<file path="src/rtl/state_stepper.sv">
// state_stepper: two-button (up/down) state index stepper.
// Raw buttons are synchronised and debounced against tick_mf. Presses or
// releases (EDGE_MODE) step a registered index through NUM_STATES values,
// with wrap or saturate at the ends and optional long-press auto-repeat.
module state_stepper #(
  parameter int NUM_STATES     = 4,
  parameter int STATE_W        = 2,
  parameter int DEBOUNCE_TICKS = 20,
  parameter int EDGE_MODE      = 1,
  parameter int WRAP           = 1,
  parameter int HOLD_TICKS     = 500,
  parameter int REPEAT_TICKS   = 200
) (
  input  logic               clk,
  input  logic               rst,
  input  logic               tick_mf,
  input  logic               btn_up,
  input  logic               btn_down,
  output logic [STATE_W-1:0] state,
  output logic               step,
  output logic               dir
);

  // Button lanes: bit 1 = up, bit 0 = down.
  localparam int DB_W     = $clog2(DEBOUNCE_TICKS + 1);
  localparam int HOLD_MAX = (HOLD_TICKS > REPEAT_TICKS) ? HOLD_TICKS : REPEAT_TICKS;
  localparam int HOLD_W   = $clog2(HOLD_MAX + 1);

  localparam logic [DB_W-1:0]    DB_LAST   = DB_W'(DEBOUNCE_TICKS - 1);
  localparam logic [HOLD_W-1:0]  HOLD_TGT  = HOLD_W'(HOLD_TICKS);
  localparam logic [HOLD_W-1:0]  REP_TGT   = HOLD_W'(REPEAT_TICKS);
  localparam logic [STATE_W-1:0] MAX_STATE = STATE_W'(NUM_STATES - 1);

  logic [1:0]        w_raw;
  logic [1:0]        r_sync1;
  logic [1:0]        r_sync2;
  logic [1:0]        r_stable;
  logic [1:0]        r_stable_d;
  logic [1:0]        r_repeated;
  logic [DB_W-1:0]   r_db_cnt [2];
  logic [HOLD_W-1:0] r_hold_cnt;
  logic              r_rep_phase;

  logic [1:0]         w_press;
  logic [1:0]         w_release;
  logic [1:0]         w_edge_req;
  logic [1:0]         w_fire;
  logic [1:0]         w_req;
  logic               w_one_held;
  logic [HOLD_W-1:0]  w_hold_next;
  logic [HOLD_W-1:0]  w_hold_tgt;
  logic               w_hold_hit;
  logic               w_go_up;
  logic               w_go_dn;
  logic [STATE_W-1:0] w_state_next;
  logic               w_step_next;

  assign w_raw = {btn_up, btn_down};

  // Two-flop synchroniser for the asynchronous raw buttons.
  always_ff @(posedge clk) begin
    // NOTE: sequential state always uses <= so every flop samples pre-edge values.
    if (rst) begin
      r_sync1 <= '0;
      r_sync2 <= '0;
    end else begin
      r_sync1 <= w_raw;
      r_sync2 <= r_sync1;
    end
  end

  // Debounce: flip the stable level after DEBOUNCE_TICKS ticks of disagreement.
  always_ff @(posedge clk) begin
    if (rst) begin
      r_stable <= '0;
      // NOTE: this counter array is ordinary flops, not a RAM, so it is reset like any register.
      for (int b = 0; b < 2; b++) r_db_cnt[b] <= '0;
    end else begin
      for (int b = 0; b < 2; b++) begin
        if (r_sync2[b] == r_stable[b]) begin
          r_db_cnt[b] <= '0;
        end else if (tick_mf) begin
          if (r_db_cnt[b] == DB_LAST) begin
            r_stable[b] <= r_sync2[b];
            r_db_cnt[b] <= '0;
          end else begin
            r_db_cnt[b] <= r_db_cnt[b] + DB_W'(1);
          end
        end
      end
    end
  end

  assign w_press   = r_stable & ~r_stable_d;
  assign w_release = ~r_stable & r_stable_d;

  // Auto-repeat timing: first hit after HOLD_TICKS, then every REPEAT_TICKS.
  assign w_one_held  = r_stable[1] ^ r_stable[0];
  assign w_hold_next = r_hold_cnt + HOLD_W'(1);
  assign w_hold_tgt  = r_rep_phase ? REP_TGT : HOLD_TGT;
  assign w_hold_hit  = (HOLD_TICKS != 0) && w_one_held && tick_mf && (w_hold_next == w_hold_tgt);
  assign w_fire      = w_hold_hit ? r_stable : 2'b00;

  // Hold counter runs only while exactly one button is stably pressed.
  always_ff @(posedge clk) begin
    if (rst || !w_one_held || (HOLD_TICKS == 0)) begin
      r_hold_cnt  <= '0;
      r_rep_phase <= 1'b0;
    end else if (tick_mf) begin
      if (w_hold_hit) begin
        r_hold_cnt  <= '0;
        r_rep_phase <= 1'b1;
      end else begin
        r_hold_cnt <= w_hold_next;
      end
    end
  end

  // Edge-detect copy of stable and per-button "auto-repeat happened" flags.
  always_ff @(posedge clk) begin
    if (rst) begin
      r_stable_d <= '0;
      r_repeated <= '0;
    end else begin
      r_stable_d <= r_stable;
      for (int b = 0; b < 2; b++) begin
        if (w_release[b])   r_repeated[b] <= 1'b0;
        else if (w_fire[b]) r_repeated[b] <= 1'b1;
      end
    end
  end

  // A release after an auto-repeat hold is swallowed so the hold ends cleanly.
  assign w_edge_req = (EDGE_MODE != 0) ? (w_release & ~r_repeated) : w_press;
  assign w_req      = w_edge_req | w_fire;
  assign w_go_up    = w_req[1] & ~w_req[0];
  assign w_go_dn    = w_req[0] & ~w_req[1];

  // Next-state arithmetic with wrap/saturate; opposing requests cancel.
  always_comb begin
    // NOTE: always_comb uses blocking = with defaults first, so no latch is inferred.
    w_state_next = state;
    w_step_next  = 1'b0;
    if (w_go_up) begin
      if (state == MAX_STATE) begin
        if (WRAP != 0) begin
          w_state_next = '0;
          w_step_next  = 1'b1;
        end
      end else begin
        w_state_next = state + STATE_W'(1);
        w_step_next  = 1'b1;
      end
    end else if (w_go_dn) begin
      if (state == '0) begin
        if (WRAP != 0) begin
          w_state_next = MAX_STATE;
          w_step_next  = 1'b1;
        end
      end else begin
        w_state_next = state - STATE_W'(1);
        w_step_next  = 1'b1;
      end
    end
  end

  // Registered outputs; dir only moves on a real step.
  always_ff @(posedge clk) begin
    if (rst) begin
      state <= '0;
      step  <= 1'b0;
      dir   <= 1'b0;
    end else begin
      state <= w_state_next;
      step  <= w_step_next;
      if (w_step_next) dir <= w_go_up;
    end
  end

endmodule

</file>
<file path="config.mk">
export PLATFORM = sky130hd
export DESIGN_NAME = state_stepper
export DESIGN_NICKNAME = d
export VERILOG_FILES = /design/src/rtl/state_stepper.sv
export SDC_FILE = /design/constraint.sdc
export NUM_CORES = 1
export LEC_CHECK = 0
export CORE_UTILIZATION = 50
export DETAILED_ROUTE_END_ITERATION = 6
export PLACE_DENSITY_LB_ADDON = 0.25
export SLEW_MARGIN = 20
export SYNTH_ARGS = -nofsm -noshare
export SYNTH_HDL_FRONTEND = slang
export SYNTH_SLANG_ARGS = --single-unit
export TNS_END_PERCENT = 10
</file>
<file path="constraint.sdc">
create_clock -name clk -period 3 [get_ports clk]
set_input_delay 0.6 -clock clk [delete_from_list [all_inputs] [get_ports clk]]
set_output_delay 0.6 -clock clk [all_outputs]
set_load 0.01 [all_outputs]
</file>
==> results.md, run 1 <==
* Placeable Area at roughly 0.0037 sq mm
* Hold buffers post-CTS at 0
* GR Util All Layers at 0.203
* Data arrival time of the critical path at 2.79 ns
* Reg-to-reg endpoint: state[1]$_SDFFE_PP0P_
* Placed insts at between 200 and 300
* Pin count of the biggest net entering global routing at 19
* Synth Area per Inst at about 9.3 sq um
* Top post-synthesis cells by area: dfxtp_1, edfxtp_1, ha_1
* Worst min path class: reg2reg
* Grt total ovfl at 0
* Simple-Gate Fraction of Synth Area at 0.259
* Compound-gate portion of the synthesized area at 0.153
* # rows at 22
* Post-synth EDFFs at 10
* Met3 Routed Length at 127 microns
* Die area at between 0.004 and 0.005 sq mm
* R2r setup slk at 0.38 ns
* Total number of vias at between 1500 and 2000
* Largest fanout on the critical path at 13
* Post-synth top cells: dfxtp_1, nor2_1, nand2_1
* Clock tree buffer depth at 2
* Routed WL per cell at around 14 microns
* Post-DRT Antenna Nets at 0
* Share of cells above drive strength 1 at 0.116
* Internal Dissipation at 0.000820 W
* Final hold vios at 0
* Power Total at between 0.001 and 0.0015 W
* Vias in the first global route at around 1500
* DP HPWL at about 2600 microns
* Post-Synthesis Cells at 208
* Synthesized-area fraction occupied by adder cells at 0.0519
* Placer Congestion at approximately 0.8
* Nets at 228
* Initial antenna violation count at 0
* Gate power share at 0.025
* Cell area after synthesis at between 0.0015 and 0.002 sq mm
* Setup violators final at 0
* Sw Ratio at 0.199
* Clk_skew at roughly 0.0034 ns
* Ant. Diodes at 0
* DR WL met2 at approximately 1800 microns
* Ys Warns at 0
* Share of the synthesized area in the top cell type at 0.249
* Reg2reg path depth at 11
* Hold Startpoint: r_sync1[0]$_SDFF_PP0_
* Port Buf Inserts at 8
* Actual slew at the worst max-slew pin at 0.573 ns
* Unrepaired setup endpoints after global routing: false
* Die width at around 64 microns
* Fin Setup TNS at 0 ns
* Clk network pwr share at 0.507
* Ports at 9
* Min Tclk post-route at 2.62 ns
* Status: finished, final reports clean
* CTS tree: yes
* Wl on met1 at roughly 1700 microns
* Hold path endpoint: r_sync2[0]$_SDFF_PP0_
* Post-synth net total at ~220
* Leak Pwr at between 0.7 and 0.8 nW
* Post-synthesis xor/xnor area fraction at 0.0591
* CTS buffer count at 5
* PwrDens at between 400 and 500 mW/mm^2
* Psw at just over 0.0002 W
* Crit path required time at roughly 3.2 ns
* Max IR drop VDD at between 0.4 and 0.5 mV
* Clk Latency, worst-skew pair at between 0.2 and 0.3 ns
* Synth cell types at 52
* Largest family of logic cells by synthesized area: simple AND/OR/NAND/NOR gates
* Tcrit/Tclk final at 0.875
* Final WL at 3720 microns
* Residual DRC at 0
* Root buf cell: clkbuf_8
* Top FF cell, synth: dfxtp_1
* Post-synth ARST share at 0
* Rel. slew slack at 0.617
* Initial Utilization at 0.522
* Synth-to-Final Area Change at 11.6%
* Max cap viols at 0
* Worst hold margin at 0.440 ns
* Power share of the sequential group at 0.468
* Highest routed layer: met4
* Cts repair resizes at 0
* Setup bufs post-CTS at 0
* Post-synth top area cell: dfxtp_1
* Hold-critical path depth at 1
* Setup WS post-layout at about 0.38 ns
* FMAX at ~0.38 GHz
* Die Height at between 60 and 70 microns
* CTS H-tree depth at 2
* Post-synthesis sequential area ratio at 0.405
* Fin cells at 264
* Worst-path clk slew at ~0.080 ns
* Synthesized flop and latch total at 34
* First-pass GRT wire length at 6200 microns
* Pins over their slew limit at 0
* Kind of critical path: reg2reg
* Multiplexer share of the synthesized area at 0.0156
* Initial DRC Count at 90
* Setup crit end kind: flip-flop
* Reg-to-Reg Start: r_hold_cnt[0]$_SDFFE_PP0P_
* Startpoint type of the worst setup path: flip-flop
* CTS Sinks at 34
* Pre-CTS setup slack at ~0.19 ns
* Drt first pass iters at 4
* DR vias/cell at around 5.7
[critical path, cell delays in order, from the launching register on]
cell      delay [ns]
dfxtp_1         0.50
ha_4            0.28
nand3_4         0.15
a211oi_1        0.29
nor3b_2         0.32
nand4_1         0.17
o21ai_0         0.16
ha_1            0.26
xor2_1          0.16
nor2_1          0.06
a21oi_1         0.12
nor2_1          0.05
[stage by stage]
step / instance area, sq um / util
final: 2150 / 0.583
after global routing: 2150 / 0.583
after CTS: 2140 / 0.580
after detailed placement: 2000 / 0.542
after global placement: 2000 / 0.542
after floorplan: 1930 / -
[kinds of logic (layout without fill, tap and decap cells)]
family | count (synthesis) | after routing
muxes | 3 | 3
adders and majority gates | 8 | 8
AOI/OAI and AO/OA | 41 | 41
buffers and inverters | 16 | 24
xor gates and xnor gates | 13 | 13
and+or+nand+nor | 93 | 93
DFF | 34 | 34
[routing by layer]
| metal | up-vias | global-route usage |
|---|---|---|
| li1 | 756 | - |
| met1 | 721 | 0.213 |
| met2 | 24 | 0.350 |
| met3 | 5 | 0.0732 |
| met4 | 0 | 0.111 |
| met5 | - | 0 |
[worst max path at each step]
stage	from	cells after the start	to	slack [ns]
floorplan	r_hold_cnt[0]$_SDFFE_PP0P_	10	dir$_SDFFE_PP0P_	0.58
global placement	tick_mf	9	dir$_SDFFE_PP0P_	0.27
detailed placement	tick_mf	11	state[1]$_SDFFE_PP0P_	0.19
CTS	r_hold_cnt[0]$_SDFFE_PP0P_	11	state[1]$_SDFFE_PP0P_	0.17
global route	r_hold_cnt[0]$_SDFFE_PP0P_	11	state[1]$_SDFFE_PP0P_	0.07
finish	r_hold_cnt[0]$_SDFFE_PP0P_	11	state[1]$_SDFFE_PP0P_	0.38
[sequential cells by signal, indices dropped and copies added (netlist names)]
| signal | cells |
|---|---|
| r_stable_d | 2 |
| r_stable | 2 |
| r_repeated | 2 |
| state | 2 |
| dir | 1 |
| r_hold_cnt | 9 |
| r_sync2 | 2 |
| r_rep_phase | 1 |
| r_sync1 | 2 |
| step | 1 |
| r_db_cnt | 10 |
[cells in the final DEF, fill, tap and decap left out, types with 2 or more instances in the layout]
master	netlist	final
dfxtp_1	24	24
nand2_1	19	19
o22ai_1	2	2
inv_1	5	5
and3_1	4	4
xnor2_1	3	3
mux2i_1	3	3
a21oi_1	18	18
xor2_1	10	10
nor2_1	24	24
nor3_1	4	4
o211ai_2	2	2
o21a_1	2	2
edfxtp_1	10	10
ha_1	8	7
clkbuf_8	0	5
nor2b_1	9	9
nand4_1	5	5
nand3_1	10	10
nand2b_1	4	4
o21ai_0	2	2
bufinv_16	0	2
clkdlybuf4s50_1	0	8
buf_4	0	3
o221ai_2	2	2
[final cells by class]
class / instances / area, sq um
Multi-Input combinational cell: 158 / 1050
Fill cell: 329 / 1540
Tap cell: 48 / 60.1
Sequential cell: 34 / 781
Clock buffer: 5 / 68.8
Clock inverter: 3 / 68.8
Timing Repair Buffer: 11 / 103
Inverter: 5 / 18.8
[power groups by stage]
stage / logic [W] / clock network (W) / registers (W)
floorplan: 0.0000140 / 0 / 0.000489
global placement: 0.0000244 / 0 / 0.000489
detailed placement: 0.0000256 / 0 / 0.000489
CTS: 0.0000258 / 0.000526 / 0.000479
global route: 0.0000280 / 0.000549 / 0.000479
finish: 0.0000255 / 0.000519 / 0.000479
No activity file was read; power rests on OpenSTA's default activity.
==> run 2: changes to the inputs <==
CAP_MARGIN = 10   (was unset)
==> results of run 2 <==
Same layout as run 1: the final DEF is identical, and so are final timing and power.
